==> config.mk <==
export PLATFORM = sky130hd
export DESIGN_NAME = char_tile_renderer
export DESIGN_NICKNAME = d
export VERILOG_FILES = /design/src/rtl/char_tile_renderer_pkg.sv /design/src/rtl/sync_delay.sv /design/src/rtl/char_tile_renderer.sv
export SDC_FILE = /design/constraint.sdc
export NUM_CORES = 1
export LEC_CHECK = 0
export ABC_AREA = 1
export CAP_MARGIN = 20
export CORE_MARGIN = 2
export CORE_UTILIZATION = 25
export DETAILED_ROUTE_END_ITERATION = 10
export DONT_BUFFER_PORTS = 1
export PLACE_DENSITY = 0.34
export SETUP_SLACK_MARGIN = 0.05
export SYNTH_ARGS = -nofsm -noshare
export SYNTH_HDL_FRONTEND = slang
export SYNTH_SLANG_ARGS = --single-unit
==> constraint.sdc <==
create_clock -name clk -period 1.5 [get_ports clk]
set_clock_uncertainty 0.05 [all_clocks]
set_input_delay 0.15 -clock clk [delete_from_list [all_inputs] [get_ports clk]]
set_output_delay 0.15 -clock clk [all_outputs]
set_load 0.005 [all_outputs]
==> src/rtl/char_tile_renderer_pkg.sv <==
// Shared text-mode geometry and the bundle of sync signals that travels
// alongside the rendered pixels.
package char_tile_renderer_pkg;

  localparam int TEXT_COLS      = 32;
  localparam int TEXT_ROWS      = 30;
  localparam int CELL_W         = 8;
  localparam int CELL_H         = 8;
  localparam int RENDER_LATENCY = 5;

  // Visible text area in pixels (256 x 240).
  localparam int VIS_W = TEXT_COLS * CELL_W;
  localparam int VIS_H = TEXT_ROWS * CELL_H;

  typedef struct packed {
    logic hsync;
    logic vsync;
    logic display_on;
  } sync_bits_t;

endpackage

==> src/rtl/sync_delay.sv <==
// Fixed-length shift-register delay line with synchronous clear; also
// exposes the stage just before the output for logic that registers it once more.
module sync_delay #(
  parameter int WIDTH = 3,
  parameter int DEPTH = 5
) (
  input  logic             clk,
  input  logic             reset,
  input  logic [WIDTH-1:0] din,
  output logic [WIDTH-1:0] dout,
  output logic [WIDTH-1:0] dout_prev
);

  logic [WIDTH-1:0] stages [DEPTH];

  always_ff @(posedge clk) begin
    if (reset) begin
      for (int i = 0; i < DEPTH; i++) begin
        stages[i] <= '0;
      end
    end else begin
      stages[0] <= din;
      for (int i = 1; i < DEPTH; i++) begin
        stages[i] <= stages[i-1];
      end
    end
  end

  assign dout      = stages[DEPTH-1];
  assign dout_prev = stages[DEPTH-2];

endmodule

==> src/rtl/char_tile_renderer.sv <==
// Text-mode pixel stage: fetches 8x8 character cells through a sync char RAM
// and font ROM, serialises font rows to rgb, overlays a blinking block cursor.
module char_tile_renderer
  import char_tile_renderer_pkg::*;
#(
  parameter logic [2:0] FG_COLOR   = 3'b111,
  parameter logic [2:0] BG_COLOR   = 3'b000,
  parameter int         BLINK_LOG2 = 5
) (
  input  logic        clk,
  input  logic        reset,
  input  logic [8:0]  hpos,
  input  logic [8:0]  vpos,
  input  logic        display_on,
  input  logic        hsync,
  input  logic        vsync,
  output logic [9:0]  ram_addr,
  input  logic [7:0]  ram_data,
  output logic [10:0] rom_addr,
  input  logic [7:0]  rom_data,
  input  logic        cursor_en,
  input  logic [4:0]  cursor_col,
  input  logic [4:0]  cursor_row,
  output logic [2:0]  rgb,
  output logic        hsync_o,
  output logic        vsync_o,
  output logic        display_on_o
);

  sync_bits_t sync_q;
  sync_bits_t sync_tap;
  sync_bits_t sync_out;

  logic                  fetch_go;
  logic                  cursor_hit;
  logic                  blink_on;
  logic [BLINK_LOG2-1:0] frame_cnt;
  logic [4:1]            valid_pipe;
  logic [4:1]            hit_pipe;
  logic [2:0]            line_s1;
  logic [2:0]            line_s2;
  logic [7:0]            shifter;

  assign fetch_go   = display_on && (hpos[2:0] == 3'd0) &&
                      (hpos < 9'(VIS_W)) && (vpos < 9'(VIS_H));
  assign cursor_hit = cursor_en && (hpos[7:3] == cursor_col) &&
                      (vpos[7:3] == cursor_row);
  assign blink_on   = frame_cnt[BLINK_LOG2-1];

  // The input sample register doubles as the previous-vsync flop for edge detection.
  always_ff @(posedge clk) begin
    if (reset) begin
      sync_q    <= '0;
      frame_cnt <= '0;
    end else begin
      sync_q <= '{hsync: hsync, vsync: vsync, display_on: display_on};
      if (vsync && !sync_q.vsync) begin
        frame_cnt <= frame_cnt + 1'b1;
      end
    end
  end

  // Cell fetch: RAM address at t, ROM address at t+2 once the char code arrives.
  always_ff @(posedge clk) begin
    if (reset) begin
      ram_addr   <= '0;
      rom_addr   <= '0;
      valid_pipe <= '0;
      hit_pipe   <= '0;
      line_s1    <= '0;
      line_s2    <= '0;
    end else begin
      valid_pipe <= {valid_pipe[3:1], fetch_go};
      hit_pipe   <= {hit_pipe[3:1], cursor_hit};
      line_s1    <= vpos[2:0];
      line_s2    <= line_s1;
      if (fetch_go) begin
        ram_addr <= {vpos[7:3], hpos[7:3]};
      end
      if (valid_pipe[2]) begin
        rom_addr <= {ram_data, line_s2};
      end
    end
  end

  // A fresh font row replaces the eighth shift, so adjacent cells abut with no gap.
  always_ff @(posedge clk) begin
    if (reset) begin
      shifter <= '0;
      rgb     <= '0;
    end else begin
      if (valid_pipe[4]) begin
        shifter <= (hit_pipe[4] && blink_on) ? ~rom_data : rom_data;
      end else begin
        shifter <= {shifter[6:0], 1'b0};
      end
      if (sync_tap.display_on) begin
        rgb <= shifter[7] ? FG_COLOR : BG_COLOR;
      end else begin
        rgb <= 3'b000;
      end
    end
  end

  sync_delay #(
    .WIDTH (3),
    .DEPTH (RENDER_LATENCY)
  ) u_sync_delay (
    .clk       (clk),
    .reset     (reset),
    .din       (sync_q),
    .dout      (sync_out),
    .dout_prev (sync_tap)
  );

  assign hsync_o      = sync_out.hsync;
  assign vsync_o      = sync_out.vsync;
  assign display_on_o = sync_out.display_on;

endmodule

Word-level counts from Yosys, hierarchy flattened --
Memories as Yosys holds them, arrays and structs flattened. Index checks and enable logic that the tools add are counted.
Word-level totals: memories kept 1, input bits 50, output and inout bits 27, word-level logic and storage cells 49, RAM bits 15, flip-flop bits (word level) 54
Memories:
- u_sync_delay.stages | depth 5, bits a word 3, rd ports 5, clocked after memory_dff 0, wr ports 5, line sync_delay.sv:14 | logic [WIDTH-1:0] stages [DEPTH];
Operators by class: equal/unequal tests 2, $add $sub $neg 1, magnitude comparators 2, bitwise logic cells 8, mux-type cells 11, reduce and logical (&&, ||, !) cells 11
Operators by type and width (count):
- $mux W3 | 6
- $mux W8 | 2
- $eq A5 B5 Y1 | 2
- $lt A9 B8 Y1 const B | 1
- $lt A9 B9 Y1 const B | 1
- $not A8 Y8 | 1
- $logic_and A1 B1 Y1 | 7
- $add A5 B1 Y5 const B | 1
- $or A1 B1 Y1 | 5
- $reduce_or A2 Y1 | 2
- $logic_not A3 Y1 | 1
- $mux W1 | 3
- $not A1 Y1 | 2
- $logic_not A1 Y1 | 1

Depth between registers and ports, before layout --
Gate-level depths: netlist of the first run.
depth after elaboration 4, mapped depth 8, depth with buffers taken out 8

By module --
A second synthesis of the first run with hierarchy kept.
Unflattened totals: cells, all modules 328, area total of the unflattened synthesis 2588.7 um^2
By module, submodules not included:
- char_tile_renderer | times used 1, cells an instance 276, area each 2119.5 um^2, seq. area each 1041.0 um^2
- sync_delay | times used 1, cells an instance 52, area each 469.2 um^2, seq. area each 300.3 um^2

Worst setup path after synthesis of the first run --
No wires, ideal clock.
path kind reg-to-reg, start register sync_q[1] in the netlist's numbering, end register frame_cnt[4], stages on the path, launching flop included 7, path buffers 0, setup time 113 ps, clock period less this slack 985 ps, slack 515 ps, arrival time 822 ps, data required time 1337 ps, path through dfxtp_1 nor2_1 nand2_1 nor2_1 nand2_1 nand2_1 nor2_1
On the way: longest elaborated chain between the ends 2
RTL lines:
- start, declared | line char_tile_renderer.sv:30 | sync_bits_t sync_q;
- start signal, assigned | line char_tile_renderer.sv:56 | sync_q <= '{hsync: hsync, vsync: vsync, display_on: display_on};
- $logic_not A1 Y1 | line char_tile_renderer.sv:57 | if (vsync && !sync_q.vsync) begin
- $logic_and A1 B1 Y1 | line char_tile_renderer.sv:57
- end signal, assigned | line char_tile_renderer.sv:58 | frame_cnt <= frame_cnt + 1'b1;
- end, declared | line char_tile_renderer.sv:37 | logic [BLINK_LOG2-1:0] frame_cnt;
No other way between the ends. A chain may end at the register's enable or synchronous reset.

Worst setup path in the final report of the first run --
start input port vsync, end register frame_cnt[4]
On the way: longest elaborated chain between the ends 1
RTL lines:
- start, declared | line char_tile_renderer.sv:16 | input logic vsync,
- $logic_and A1 B1 Y1 | line char_tile_renderer.sv:57
No other way between the ends.

==> results of run 1 <==
routing by layer:
| metal | wire (um) | up-vias | global-route usage |
|---|---|---|---|
| met2 | 2210 | 63 | 0.154 |
| met3 | 475 | 10 | 0.0430 |
| li1 | - | 1027 | - |
| met5 | 0 | - | 0 |
| met4 | 88 | 0 | 0.0486 |
| met1 | 2450 | 807 | 0.119 |
worst max-delay path, stage by stage:
cell	delay, ps
dlygate4sd3_1	530
inv_1	60
nor2_1	200
nand2_1	120
nor2_1	140
nand2_1	70
nand2_1	50
nor2_1	40
Yosys cell counts, drive strengths merged:
library cell / n
ha: 1
nor3: 2
and2: 1
nor2: 96
o21ai: 19
xor2: 9
nand2: 43
and3: 1
inv: 48
a21oi: 7
clkbuf: 5
buf: 8
dfxtp: 67
xnor2: 4
or2: 1
clkinv: 1
nand3: 13
layout make-up:
type | count | area share
Sequential cell | 67 | 0.425
Multi-Input combinational cell | 197 | 0.302
Timing Repair Buffer | 32 | 0.104
Inverter | 49 | 0.0587
Clock buffer | 14 | 0.0547
Tap cell | 133 | 0.0528
Clock inverter | 1 | 0.00238
through the flow:
stage                     area (um^2)  hold slack, ps  total power (uW)  worst slack (ps)
after floorplan                  2560             207              2000               515
after global placement           2650             175              2010               369
after detailed placement         2650             178              2010               354
after global routing             3150            3.39              3600               145
after CTS                        3150           0.330              3490               165
final                            3150            10.0              3400               298
power by group:
part / internal (uW) / switching [uW]
Combinational: 116 / 112
Clock: 729 / 624
Sequential: 1810 / 13.2
Total: 2650 / 749
repair_timing:
action / CTS / global route
hold buffers: 31 / 1
endpoints found under the hold margin: 54 / 1
setup buffers: 0 / 0
setup endpoints to repair: 0 / 1
state kept, by name, summed over array words and instances, names as in the netlist:
name and cells:
hit_pipe 4, valid_pipe 4, ram_addr 10, shifter 8
sync_q 3, line_s1 3, rom_addr 11, line_s2 3
u_sync_delay.stages 15, frame_cnt 5, rgb 1
cells by family after synthesis:
kind of cell,synth area share
xor gates and xnor gates,0.0445
and+or+nand+nor,0.272
DFF,0.524
adders and majority gates,0.00489
buffers and inverters,0.103
AOI/OAI and AO/OA,0.0509
how the worst max path moves through the flow:
stage | slack, ps | startpoint | end | cells after the start
finish | 300 | vsync | frame_cnt[4] | 8
global route | 140 | display_on | ram_addr[3] | 7
CTS | 170 | cursor_col[2] | hit_pipe[1] | 5
detailed placement | 350 | valid_pipe[2] | rom_addr[0] | 3
global placement | 370 | sync_q[1] | frame_cnt[4] | 6
floorplan | 520 | sync_q[1] | frame_cnt[4] | 6
==> qor.yml, run 1 <==
syn_avg_cell_area_um2: 7.85
final.min_clock_period_ps: 1200
grt_pass1_vias: 1906
die_area_um2: 11100
rows: 36
min_from: "cursor_row[4]"
grt_util_all_layers: 0.100
outcome: "completed"
final_max_slew_viol_count: 0
reg2reg_from: "valid_pipe[2]"
overflow: 0
antenna_found_initial: 0
r2r_setup_slack_ps: 360
leakage_uw: 0.00136
reg2reg_depth: 3
via_per_inst: 3.87
wl_mm: 5.22
gp_congestion: 0.736
powerDensity_nw_per_um2: 1080
synth_top_area_share: 0.524
drtIter0Drc: 46
ys.warnings.count: 0
cts_sinks: 67
regArea_um2: 1340
cts_buffer_depth: 2
synthTopCellsByArea: "dfxtp_1, nor2_1, inv_1, nand2_1, o21ai_0"
htreeDepth: 3
place_inst: 447
dr_total_vias: 1907
cts_resized: 0
portBuffers: 0
tightest_slew_ps: 409
layout_commonest_cell: "nor2_1"
tns_ps: 0
final_util: 0.320
fill_cells: 1050
grt_max_degree: 33
fin_cells: 493
path_clk_slew_ps: 70
cts_root_buffer: "clkbuf_8"
grt_pass1_wl_mm: 8.70
yosysTopAreaCell: "dfxtp_1"
critPathLaunchType: "primary input"
period_share: 0.801
crit_required_ps: 1670
slew_headroom: 0.727
hpwl_mm: 3.54
n_antenna_cell: 0
endpoint_kind: "register"
drc: 0
hp-class: "in2reg"
critPathKind: "in2reg"
start_util: 0.259
rsz0062_at_grt: "no"
die_h_um: 105
setup_violations: 0
cts_tree: "done"
cts_buffers: 9
final_hold_viol_count: 0
max-cap-violations: 0
hold_end: "hit_pipe[1]"
core_um2: 9860
wl_per_cell_um: 10.6
synth.distinct_cells: 25
arrival_ps: 1370
syn_area_um2: 2560
syn_to_final_growth_pct: 23.3
max_freq_mhz: 832
worstPathMaxFanout: 4
mostFrequentLayoutCells: "nor2_1, dfxtp_1, inv_1"
firstDrtPassIters: 4
multi_input_area_um2: 953
clk_latency_ps: 330
ys_seq_elements: 67
nets: 407
io-pin-count: 77
drive_gt1_frac: 0.0833
ir_drop_mv: 0.343
syn_inst: 326
synth_nets: 377
synth-seq-area-share: 0.524
whs_path_depth: 3
postRouteAntennaNets: 0
die_w_um: 105
worstReg2RegEnd: "rom_addr[0]"
No activity file was read; power rests on OpenSTA's default activity.
==> inputs of run 2 (changes only) <==
PLACE_DENSITY = 0.36   (was 0.34)
clock period = 1.1 ns   (was 1.5 ns; I/O delays follow)
==> qor.yml, run 2 (same netlist as run 1, synthesis figures left out) <==
die_w_um: 105
whs_path_depth: 5
syn_to_final_growth_pct: 28.4
hp-class: "in2reg"
ir_drop_mv: 0.728
layout_commonest_cell: "nor2_1"
start_util: 0.259
period_share: 0.928
die_h_um: 105
postRouteAntennaNets: 0
arrival_ps: 1200
outcome: "completed"
wl_mm: 5.35
n_antenna_cell: 0
io-pin-count: 77
largest_register_ffs: 15
rows: 36
drive_gt1_frac: 0.116
rsz0062_at_grt: "yes"
final_max_slew_viol_count: 0
path_clk_slew_ps: 70
crit_required_ps: 1280
worstReg2RegEnd: "frame_cnt[1]"
worstPathMaxFanout: 3
cts_buffer_depth: 2
portBuffers: 0
gp_congestion: 0.688
cts_sinks: 67
nets: 417
antenna_found_initial: 0
fill_cells: 1036
via_per_inst: 3.91
htreeDepth: 3
core_um2: 9860
grt_pass1_vias: 1961
tightest_slew_ps: 373
grt_util_all_layers: 0.102
grt_max_degree: 33
reg2reg_from: "frame_cnt[0]"
grt_pass1_wl_mm: 8.89
fin_ws_ps: 79.2
drc: 0
powerDensity_nw_per_um2: 1470
final_hold_viol_count: 0
endpoint_kind: "register"
cts_buffers: 9
reg_top3: "u_sync_delay.stages: 15 flops, rom_addr: 11 flops, ram_addr: 10 flops"
crit_end: "frame_cnt[1]"
cts_tree: "done"
r2r_setup_slack_ps: 80
critPathLaunchType: "register"
top_register: "u_sync_delay.stages"
slew_headroom: 0.751
overflow: 0
power_uw: 4830
max-cap-violations: 0
pre_cts_slack_ps: 22.9
mostFrequentLayoutCells: "nor2_1, dfxtp_1, inv_1"
firstDrtPassIters: 4
cts_root_buffer: "clkbuf_8"
max_freq_mhz: 980
drtIter0Drc: 80
leakage_uw: 0.00143
dr_total_vias: 1971
fin_hold_ws_ps: 14.7
wl_per_cell_um: 10.6
final.min_clock_period_ps: 1020
tns_ps: 0
critPathKind: "reg2reg"
cts_setup_buffers: 0
clk_latency_ps: 340
startpoint: "frame_cnt[0]"
hpwl_mm: 3.51
reg2reg_depth: 3
die_area_um2: 11100
setup_violations: 0
## run 2: cell types whose count changed in the layout (fill, tap and decap cells not counted), moves of 2 or more
| cell | change |
|---|---|
| buf_4 | +3 |
| clkbuf_1 | -2 |
| clkbuf_8 | -3 |
| clkinv_2 | +3 |
| dfxtp_1 | -3 |
| dfxtp_2 | +3 |
| dlygate4sd3_1 | +7 |
| nor2_1 | -3 |
| nor2_2 | +2 |
## run 2: repair_timing
action / CTS / global route
pin swaps: 0 / 3
hold endpoints to repair: 60 / 0
resized for setup: 1 / 8
endpoints found under the setup margin: 2 / 12
hold buffers: 38 / 0
## run 2: stage by stage
step | cells | instance area [um^2] | utilization
after CTS | 504 | 3260 | 0.331
after detailed placement | 450 | 2680 | 0.271
final | 504 | 3290 | 0.333
after global routing | 504 | 3290 | 0.333
after floorplan | 326 | 2560 | -
after global placement | 450 | 2680 | 0.271
## run 2: metal layers
layer	share of wire	vias to the layer above	track usage
li1	-	1044	-
met2	0.45	65	0.165
met3	0.090	7	0.0443
met5	0	-	0
met1	0.44	855	0.116
met4	0.013	0	0.0486
## run 2: how the worst min path moves through the flow
stage                 start                    endpoint  slack [ps]
finish              vpos[5]                 hit_pipe[1]          10
global route        hpos[2]               valid_pipe[1]          30
CTS                 vpos[5]                 hit_pipe[1]        0.05
detailed placement    reset  u_sync_delay.stages[0][14]         140
global placement      reset  u_sync_delay.stages[0][11]         140
floorplan           vpos[0]                  line_s1[0]         170
## run 2: power breakdown
part | switching, uW | internal, uW
logic | 165 | 181
clock network | 960 | 1040
registers | 18.6 | 2470
## run 2: area by class of cell
class	instances	area (um^2)	area share
clock buffer	9	124	0.0377
clock inverter	7	68.8	0.0209
inverter	49	185	0.0564
multi-input combinational	197	976	0.297
sequential	67	1350	0.409
tap	133	166	0.0506
timing repair buffer	42	420	0.128
## run 2: critical path, stage by stage, from the launching register on
cell and delay (ps):
dfxtp_2 330, ha_1 300, nor3_2 190, nor2_1 60
